[config.mk]
export PLATFORM = sky130hd
export DESIGN_NAME = coeff_token_ctrl
export DESIGN_NICKNAME = d
export VERILOG_FILES = /design/src/rtl/cavlc_pkg.sv /design/src/rtl/cavlc_lzc16.sv /design/src/rtl/coeff_token_ctrl.sv
export SDC_FILE = /design/constraint.sdc
export NUM_CORES = 1
export LEC_CHECK = 0
export BUFFER_PORTS_ARGS = -buffer_cell sky130_fd_sc_hd__buf_2
export CELL_PAD_IN_SITES_DETAIL_PLACEMENT = 1
export CELL_PAD_IN_SITES_GLOBAL_PLACEMENT = 1
export CORE_UTILIZATION = 37
export DETAILED_ROUTE_END_ITERATION = 10
export GPL_TIMING_DRIVEN = 1
export PLACE_DENSITY_LB_ADDON = 0.1
export SLEW_MARGIN = 40
export SYNTH_ARGS = -nofsm -noshare
export SYNTH_HDL_FRONTEND = slang
export SYNTH_HIERARCHICAL = 1
export SYNTH_SLANG_ARGS = --single-unit
[constraint.sdc]
create_clock -name Clk -period 1.8 [get_ports Clk]
set_input_delay 0 -clock Clk [delete_from_list [all_inputs] [get_ports Clk]]
set_output_delay 0 -clock Clk [all_outputs]
set_load 0.01 [all_outputs]
[src/rtl/cavlc_pkg.sv]
// Shared types and constants for the CAVLC coeff_token decode path.
// Latency: n/a (declarations only).
// Backpressure: n/a.
//
// Contents: FSM state enum, table-class codes, the fixed-length zero code,
// datapath widths and the nC -> table-class mapping helper.
package cavlc_pkg;

  // Datapath widths
  localparam int WIN_W  = 16;  // bitstream window
  localparam int TC_W   = 5;   // TotalCoeff
  localparam int SH_W   = 5;   // shift amount
  localparam int LZ_W   = 5;   // leading-zero count, 0..16
  localparam int CLS_W  = 3;   // table class
  localparam int NC_W   = 5;   // neighbour count

  // Decoder states
  typedef enum logic [2:0] {
    ST_IDLE      = 3'd0,
    ST_WAIT_BITS = 3'd1,
    ST_LOOKUP    = 3'd2,
    ST_SHIFT     = 3'd3,
    ST_DONE      = 3'd4,
    ST_ERROR     = 3'd5
  } state_t;

  // Table classes; CLS_FLC is decoded locally, the rest go to the LUT bank
  localparam logic [CLS_W-1:0] CLS_NC0 = 3'd0;  // 0 <= nC < 2
  localparam logic [CLS_W-1:0] CLS_NC2 = 3'd1;  // 2 <= nC < 4
  localparam logic [CLS_W-1:0] CLS_NC4 = 3'd2;  // 4 <= nC < 8
  localparam logic [CLS_W-1:0] CLS_FLC = 3'd3;  // nC >= 8, 6-bit fixed code
  localparam logic [CLS_W-1:0] CLS_CDC = 3'd4;  // chroma DC

  // Fixed-length code meaning TotalCoeff = 0, TrailingOnes = 0
  localparam logic [5:0]      FLC_ZERO_CODE = 6'b000011;
  localparam logic [SH_W-1:0] FLC_LEN       = 5'd6;

  // Chroma DC wins over nC; otherwise pick by nC range.
  function automatic logic [CLS_W-1:0] nc_class(input logic            chroma_dc,
                                                 input logic [NC_W-1:0] nc);
    if (chroma_dc)      return CLS_CDC;
    else if (nc < 5'd2) return CLS_NC0;
    else if (nc < 5'd4) return CLS_NC2;
    else if (nc < 5'd8) return CLS_NC4;
    else                return CLS_FLC;
  endfunction

endpackage

[src/rtl/cavlc_lzc16.sv]
// Leading-zero counter for the 16-bit bitstream window.
// Latency: combinational.
// Backpressure: none.
//
// Ports: din (window, MSB first), lz (0..16; 16 means all-zero window).
module cavlc_lzc16
  import cavlc_pkg::*;
(
  input  logic [WIN_W-1:0] din,
  output logic [LZ_W-1:0]  lz
);

  logic found;

  // Scan from the MSB; the first set bit fixes the count.
  always_comb begin
    lz    = LZ_W'(WIN_W);
    found = 1'b0;
    for (int i = WIN_W - 1; i >= 0; i--) begin
      if (!found && din[i]) begin
        lz    = LZ_W'(WIN_W - 1 - i);
        found = 1'b1;
      end
    end
  end

endmodule

[src/rtl/coeff_token_ctrl.sv]
// Sequences one coeff_token decode: window capture, LUT lookup or FLC decode, shift.
// Latency: Start -> Done in 4 cycles (VLC) or 3 cycles (FLC) with bits/ack ready.
// Backpressure: stalls in WAIT_BITS on BitsValid and in SHIFT on ShiftAck.
//
// Ports: Clk/nRst; Start, nC, ChromaDC request; BitsIn/BitsValid window;
// ShiftReq/ShiftAmt/ShiftAck to the shifter; LutTable/LutLz/LutBits to and
// LutHit/LutTotalCoeff/LutTrailingOnes/LutNumShift from the LUT bank;
// Busy, Done, Error status; TotalCoeff/TrailingOnes result.
module coeff_token_ctrl
  import cavlc_pkg::*;
(
  input  logic              Clk,
  input  logic              nRst,
  input  logic              Start,
  input  logic [NC_W-1:0]   nC,
  input  logic              ChromaDC,
  input  logic [WIN_W-1:0]  BitsIn,
  input  logic              BitsValid,
  output logic              ShiftReq,
  output logic [SH_W-1:0]   ShiftAmt,
  input  logic              ShiftAck,
  output logic [CLS_W-1:0]  LutTable,
  output logic [3:0]        LutLz,
  output logic [WIN_W-1:0]  LutBits,
  input  logic              LutHit,
  input  logic [TC_W-1:0]   LutTotalCoeff,
  input  logic [1:0]        LutTrailingOnes,
  input  logic [SH_W-1:0]   LutNumShift,
  output logic              Busy,
  output logic              Done,
  output logic              Error,
  output logic [TC_W-1:0]   TotalCoeff,
  output logic [1:0]        TrailingOnes
);

  state_t            state_q, state_d;
  logic [CLS_W-1:0]  cls_q,   cls_d;
  logic [WIN_W-1:0]  bits_q,  bits_d;
  logic [3:0]        lz_q,    lz_d;
  logic [SH_W-1:0]   amt_q,   amt_d;
  logic [TC_W-1:0]   tc_q,    tc_d;
  logic [1:0]        t1_q,    t1_d;

  logic [LZ_W-1:0]   win_lz;
  logic [5:0]        flc_code;
  logic [TC_W-1:0]   flc_tc;
  logic [1:0]        flc_t1;
  logic              flc_err;
  logic              in_lookup;

  cavlc_lzc16 u_lzc (
    .din (BitsIn),
    .lz  (win_lz)
  );

  // Fixed-length code: 4-bit TotalCoeff-1 followed by 2-bit TrailingOnes,
  // except the reserved zero code.
  assign flc_code = BitsIn[WIN_W-1 -: 6];

  always_comb begin
    if (flc_code == FLC_ZERO_CODE) begin
      flc_tc = '0;
      flc_t1 = '0;
    end else begin
      flc_tc = {1'b0, flc_code[5:2]} + 5'd1;
      flc_t1 = flc_code[1:0];
    end
    flc_err = ({3'b000, flc_t1} > flc_tc);
  end

  always_comb begin
    state_d = state_q;
    cls_d   = cls_q;
    bits_d  = bits_q;
    lz_d    = lz_q;
    amt_d   = amt_q;
    tc_d    = tc_q;
    t1_d    = t1_q;

    case (state_q)
      ST_IDLE, ST_DONE: begin
        if (Start) begin
          cls_d   = nc_class(ChromaDC, nC);
          state_d = ST_WAIT_BITS;
        end else begin
          state_d = ST_IDLE;
        end
      end

      ST_WAIT_BITS: begin
        if (BitsValid) begin
          bits_d = BitsIn;
          lz_d   = win_lz[3:0];
          if (win_lz == LZ_W'(WIN_W)) begin
            // No code in the window can start with 16 zeros.
            tc_d    = '0;
            t1_d    = '0;
            amt_d   = '0;
            state_d = ST_ERROR;
          end else if (cls_q == CLS_FLC) begin
            if (flc_err) begin
              tc_d    = '0;
              t1_d    = '0;
              amt_d   = '0;
              state_d = ST_ERROR;
            end else begin
              tc_d    = flc_tc;
              t1_d    = flc_t1;
              amt_d   = FLC_LEN;
              state_d = ST_SHIFT;
            end
          end else begin
            state_d = ST_LOOKUP;
          end
        end
      end

      ST_LOOKUP: begin
        // A zero-length hit would stall the bitstream forever; treat as illegal.
        if (LutHit && (LutNumShift != '0)) begin
          tc_d    = LutTotalCoeff;
          t1_d    = LutTrailingOnes;
          amt_d   = LutNumShift;
          state_d = ST_SHIFT;
        end else begin
          tc_d    = '0;
          t1_d    = '0;
          amt_d   = '0;
          state_d = ST_ERROR;
        end
      end

      ST_SHIFT: begin
        if (ShiftAck) state_d = ST_DONE;
      end

      ST_ERROR: begin
        state_d = ST_IDLE;
      end

      default: begin
        state_d = ST_IDLE;
      end
    endcase
  end

  always_ff @(posedge Clk or negedge nRst) begin
    if (!nRst) begin
      state_q <= ST_IDLE;
      cls_q   <= CLS_NC0;
      bits_q  <= '0;
      lz_q    <= '0;
      amt_q   <= '0;
      tc_q    <= '0;
      t1_q    <= '0;
    end else begin
      state_q <= state_d;
      cls_q   <= cls_d;
      bits_q  <= bits_d;
      lz_q    <= lz_d;
      amt_q   <= amt_d;
      tc_q    <= tc_d;
      t1_q    <= t1_d;
    end
  end

  // Status and shifter handshake decode straight from the state register,
  // so reset drops ShiftReq without waiting for a clock.
  assign Busy     = !((state_q == ST_IDLE) || (state_q == ST_DONE));
  assign Done     = (state_q == ST_DONE);
  assign Error    = (state_q == ST_ERROR);
  assign ShiftReq = (state_q == ST_SHIFT);
  assign ShiftAmt = amt_q;

  assign TotalCoeff   = tc_q;
  assign TrailingOnes = t1_q;

  // LUT address is only presented during the lookup cycle.
  assign in_lookup = (state_q == ST_LOOKUP);
  assign LutTable  = in_lookup ? cls_q  : '0;
  assign LutLz     = in_lookup ? lz_q   : '0;
  assign LutBits   = in_lookup ? bits_q : '0;

endmodule
After elaboration in Yosys (flattened, before gate mapping). Cells that the tools add are included.

Magnitude comparators: 4. Add/subtract/negate cells: 1. Mux-type cells: 66. Equality and inequality tests: 11. Reductions and logical operators: 41.

Operator list (number): $mux W5 (26); $mux W3 (9); $pmux W5 S2 (2); $mux W1 (17); $logic_and A1 B1 Y1 (16); $logic_not A1 Y1 (16); $mux W16 (1); $mux W2 (8); $pmux W3 S4 (1); $eq A3 B2 Y1 const B (3); $eq A3 B3 Y1 const B (2); $eq A6 B2 Y1 const B (1); $reduce_and A2 Y1 (3); $add A4 B1 Y5 const B (1); $eq A5 B5 Y1 const B (1); $gt A2 B5 Y1 (1); $lt A5 B2 Y1 const B (1); $lt A5 B3 Y1 const B (1); $lt A5 B4 Y1 const B (1); $reduce_bool A5 Y1 (1); $mux W4 (1); $pmux W2 S2 (1); $eq A3 B1 Y1 const B (1); $logic_not A3 Y1 (1); 7 further kinds (7).

Output and inout bits: 39. Bits in registers: 38.

Longest topological paths before layout.
Depth in word-level cells: 50. Gate-level depth with buffers: 10. Depth with buffers taken out: 10.

Cells and area by module. Netlist, hierarchy kept.

Modules (own cells, without submodules): coeff_token_ctrl (cells an instance 192, area an instance 2029.4 µm², seq. area each 950.9 µm², times used 1); cavlc_lzc16 (cells an instance 30, area an instance 183.9 µm², seq. area each 0.0 µm², times used 1).

Worst setup path after synthesis. Ideal clock, no wire load.

Kind: input -> register. Start point: in BitsIn[14]. End point: reg tc_q[0] (netlist: TotalCoeff[0]). Stages: 9. Data required time: 1.673 ns. Setup time: 0.127 ns. Path slack: -0.226 ns. Arrival: 1.899 ns. Path through: or4_4 -> nand3b_4 -> nor3_1 -> or4b_4 -> o21ai_2 -> a21oi_1 -> buf_6 -> a22oi_2 -> o31ai_2.

Longest elaborated chain between the ends: 48. Elaborated cells between the ends (all ways): 71.

Ends and longest elaborated chain: start: declaration (line coeff_token_ctrl.sv:17) `input logic [WIN_W-1:0] BitsIn,`; $logic_and A1 B1 Y1 (*) (line cavlc_lzc16.sv:20) `if (!found && din[i]) begin`; $mux W1 (line cavlc_lzc16.sv:20); $logic_not A1 Y1 (line cavlc_lzc16.sv:20); $logic_and A1 B1 Y1 (line cavlc_lzc16.sv:20); $mux W1 (line cavlc_lzc16.sv:20); $logic_not A1 Y1 (line cavlc_lzc16.sv:20); $logic_and A1 B1 Y1 (line cavlc_lzc16.sv:20); $mux W1 (line cavlc_lzc16.sv:20); [33 not listed]; $logic_not A1 Y1 (line cavlc_lzc16.sv:20); $logic_and A1 B1 Y1 (line cavlc_lzc16.sv:20); $mux W5 (*) (line cavlc_lzc16.sv:20); named net win_lz[4] (line coeff_token_ctrl.sv:44) `logic [LZ_W-1:0] win_lz;`; $eq A5 B5 Y1 (*) (line coeff_token_ctrl.sv:94) `if (win_lz == LZ_W'(WIN_W)) begin`; $mux W5 (line coeff_token_ctrl.sv:94); $mux W5 (line coeff_token_ctrl.sv:91) `if (BitsValid) begin`; $pmux W5 S2 (line coeff_token_ctrl.sv:80) `case (state_q)`; end signal: assignment (line coeff_token_ctrl.sv:162) `tc_q <= tc_d;`; end: declaration (line coeff_token_ctrl.sv:41) `logic [TC_W-1:0] tc_q, tc_d;`.

Mark *: on every way through the listed nets, which the timed path passes. The rest lies on a longest branch. The select of a mux whose other input is x is not followed. A chain may end at the register's enable or synchronous reset.

Worst setup path after layout.
Start point: in BitsIn[14]. End point: reg tc_q[4] (netlist: TotalCoeff[4]).

Same word-level chain as after synthesis.

==> results.py <==
metrics = {
    "yosys": {
        "avgSynthCellArea_um2": 9.97,
        "synthesis.nets": 266,
        "synth_edf_count": 0,
        "synth_top_area_cell": "dfrtp_1",
        "synthArstFlopShare_pct": 100,
        "synth_cells": 222,
        "synth_area_um2": 2210,
        "yosys_warnings": 6,
        "synthFlopType": "dfrtp_1",
        "seq_area_frac_synth_pct": 43.0,
        "synth_top_cells_by_count": "dfrtp_1 (38), and2_1 (26), mux2_2 (21), nor2_1 (20), a21oi_1 (17)",
        "synth_area_leaders": "dfrtp_1 (43%), mux2_2 (11%), and2_1 (7.3%), a21oi_1 (3.8%), nor2_1 (3.4%)",
        "synth.most_common_cell": "dfrtp_1",
        "yosysUniqueCellTypes": 48,
        "ys_ff_latch": 38,
        "synth_top_area_share_pct": 43.0,
    },
    "worst_setup_path": {
        "cp_slowest_cell": "or4_4",
        "cp_slowest_stage_delay_ps": 540,
        "crit_buf_inv": 2,
        "worst-setup-path-type": "in -> reg",
        "cpLargestDelayFamily": "simple AND/OR/NAND/NOR gates",
        "endpoint_kind": "flop",
        "timing.rr.end": "TotalCoeff[4]$_DFFE_PN0P_",
        "crit_path_end": "TotalCoeff[4]$_DFFE_PN0P_",
        "critPathRequiredTime_ps": 2010,
        "crit_top_cell": "buf_6",
        "crit_chain": "buf_6, or4_4, nand3b_4, nor3_2, or4b_4, o21ai_4, a21o_1, buf_6, nor2_2, a31oi_1",
        "cp-startpoint": "BitsIn[14]",
        "reg2reg_depth": 7,
        "crit_fanout": 6,
        "rr_startpoint": "state_q[1]$_DFFE_PN0P_",
        "r2r_slack_ps": 130,
        "critPathLaunchType": "input port",
        "cp_data_arrival_time_ps": 2160,
        "crit_cells": 10,
    },
    "cts": {
        "postCtsSetupBuffers": 0,
        "clk_latency_ps": 290,
        "cts_max_path_buffers": 2,
        "cts-buffers-inserted": 5,
        "cts_root_buf": "clkbuf_8",
        "cts.clk_slew.worst_paths_ps": 80,
        "cts.sinks": 38,
        "htreeDepth": 2,
        "cts_tree": "built",
    },
    "timing": {
        "hold_viol_final": 0,
        "max_freq_mhz": 513,
        "drv_slew": 0,
        "period_minus_slack_ps": 1950,
        "fin_skew_ps": 6.28,
        "tightest_slew_ps": 451,
        "setup_violations": 13,
        "max_slew_margin_pct": 69.9,
        "setup_tns_ps": -1280,
        "rsz0062_at_grt": "yes",
        "fin_ws_ps": -149,
        "final.period_utilization_pct": 108,
    },
    "flow_run": {
        "maxCapViolations": 0,
    },
    "hold_path": {
        "min_from": "LutTotalCoeff[2]",
        "hold_class": "in -> reg",
    },
    "route": {
        "routed-via-count": 2089,
        "drt_iter0_drc": 34,
        "avgViaCountPerCell": 5.10,
        "routed_wl_um": 6270,
        "first_pass_iters": 4,
        "ant_nets": 0,
        "drcViolationCount": 0,
        "routedWlPerCell_um": 15.3,
    },
    "place": {
        "dp.cells": 390,
        "io_buffers": 77,
        "place.gp.congestion": 0.772,
        "dp_slack_ps": -475,
        "post-dp-hpwl_um": 4700,
    },
    "grt": {
        "antenna_found_initial": 0,
        "grt_pass1_vias": 2233,
        "grt-ovfl-total": 0,
        "grt_pass1_wl_um": 10500,
        "grt_max_degree": 24,
        "grtUsageTotal_pct": 21.6,
    },
    "status": {
        "failed_checks": "negative setup slack",
        "status": "finished with violations",
    },
    "floorplan": {
        "die-area_um2": 6300,
        "die-width_um": 79.3,
        "die_height_um": 79.3,
        "start_util_pct": 39.2,
        "num_io_pins": 79,
        "core_um2": 5640,
        "fp-row-count": 27,
    },
    "pwr": {
        "ir_worst_vdd_mv": 0.580,
        "finalPower_mw": 4.05,
        "leakage_nw": 1.58,
        "p_per_area_nw_per_um2": 1270,
    },
    "final_layout": {
        "area_delta_synth_final_pct": 44.2,
        "instances_no_fill": 410,
        "antennaDiodeCount": 0,
        "final_nets": 381,
        "drive_gt1_share_pct": 47.6,
    },
}
-- timing repair --
item | CTS | global route
hold endpoints to repair | 31 | 0
gates resized for setup | 16 | 4
pin swaps | 6 | 4
hold buffers | 12 | 0
endpoints found under the setup margin | 13 | 36
-- registers in the layout, summed over array words and instances, names as in the netlist --
name and cells:
lz_q 4, TotalCoeff 5, cls_q 3, TrailingOnes 2, ShiftAmt 5, bits_q 16, state_q 3
-- layer usage --
layer	routed length [um]	share of wire [%]	track usage (%)	up-vias
met5	0	0	0	-
met3	230	3.7	3.56	6
li1	-	-	-	1022
met2	3330	53	39.9	45
met1	2640	42	25.6	1016
met4	62	0.99	5.45	0
-- power breakdown --
part,internal (mW),leakage (nW),switching [mW]
Clock,0.408,0.0579,0.308
Sequential,1.25,0.458,0.229
Combinational,0.940,1.07,0.907
-- metrics by stage --
stage	area [um2]	util (%)	hold WS (ps)
floorplan	2220	-	-296
global placement	2870	50.9	-17.6
detailed placement	2870	50.9	-18.2
CTS	3170	56.3	0.826
global route	3190	56.6	12.0
finish	3190	56.6	13.8
-- worst min path at each step --
stage	end	slack, ps	cells after the start
detailed placement	ShiftAmt[3]$_DFFE_PN0P_	-20	1
CTS	bits_q[1]$_DFFE_PN0P_	0.8	2
global placement	ShiftAmt[0]$_DFFE_PN0P_	-20	1
global route	bits_q[1]$_DFFE_PN0P_	10	2
floorplan	ShiftAmt[0]$_DFFE_PN0P_	-300	0
finish	TotalCoeff[2]$_DFFE_PN0P_	10	3
-- worst register-to-register path, cell delays in order, from the launching register on --
cell and delay [ps]:
dfrtp_1 420, nor2b_1 160, and3b_1 320, buf_12 210
a21o_1 170, buf_6 130, nor2_2 30, a31oi_1 140
-- layout make-up --
class	count	area, um2
sequential	38	951
multi-input combinational	163	1240
clock buffer	5	68.8
clock inverter	3	40.0
tap	72	90.1
timing repair buffer	120	771
inverter	9	33.8
fill	680	2450
-- kinds of logic (layout without fill, tap and decap cells) --
family          count (synthesis)  in the layout  share of synthesized area, %
buf+inv                        21            137                          4.64
simple gates                   85             85                          22.3
flops                          38             38                          43.0
fa+ha+maj                       4              4                          2.26
mux                            22             22                          11.1
xor+xnor                        2              2                         0.792
compound gates                 50             50                          15.9
-- cells in the final DEF, fill, tap and decap left out, types with 3 or more instances in the layout --
cell type      instances
a21oi_1               15
a22o_1                 3
and2_1                26
buf_2                 75
buf_4                 28
buf_6                  4
clkbuf_8               5
dfrtp_1               38
dlygate4sd3_1         12
ha_1                   4
inv_1                  9
mux2_2                21
nand2_1               13
nand3_1                3
nand3b_1               4
nand4_1                3
nor2_1                17
o21ai_0                3
o21ai_2                3
o31ai_1                3
Note: power is estimated with default switching activity, not from simulation.
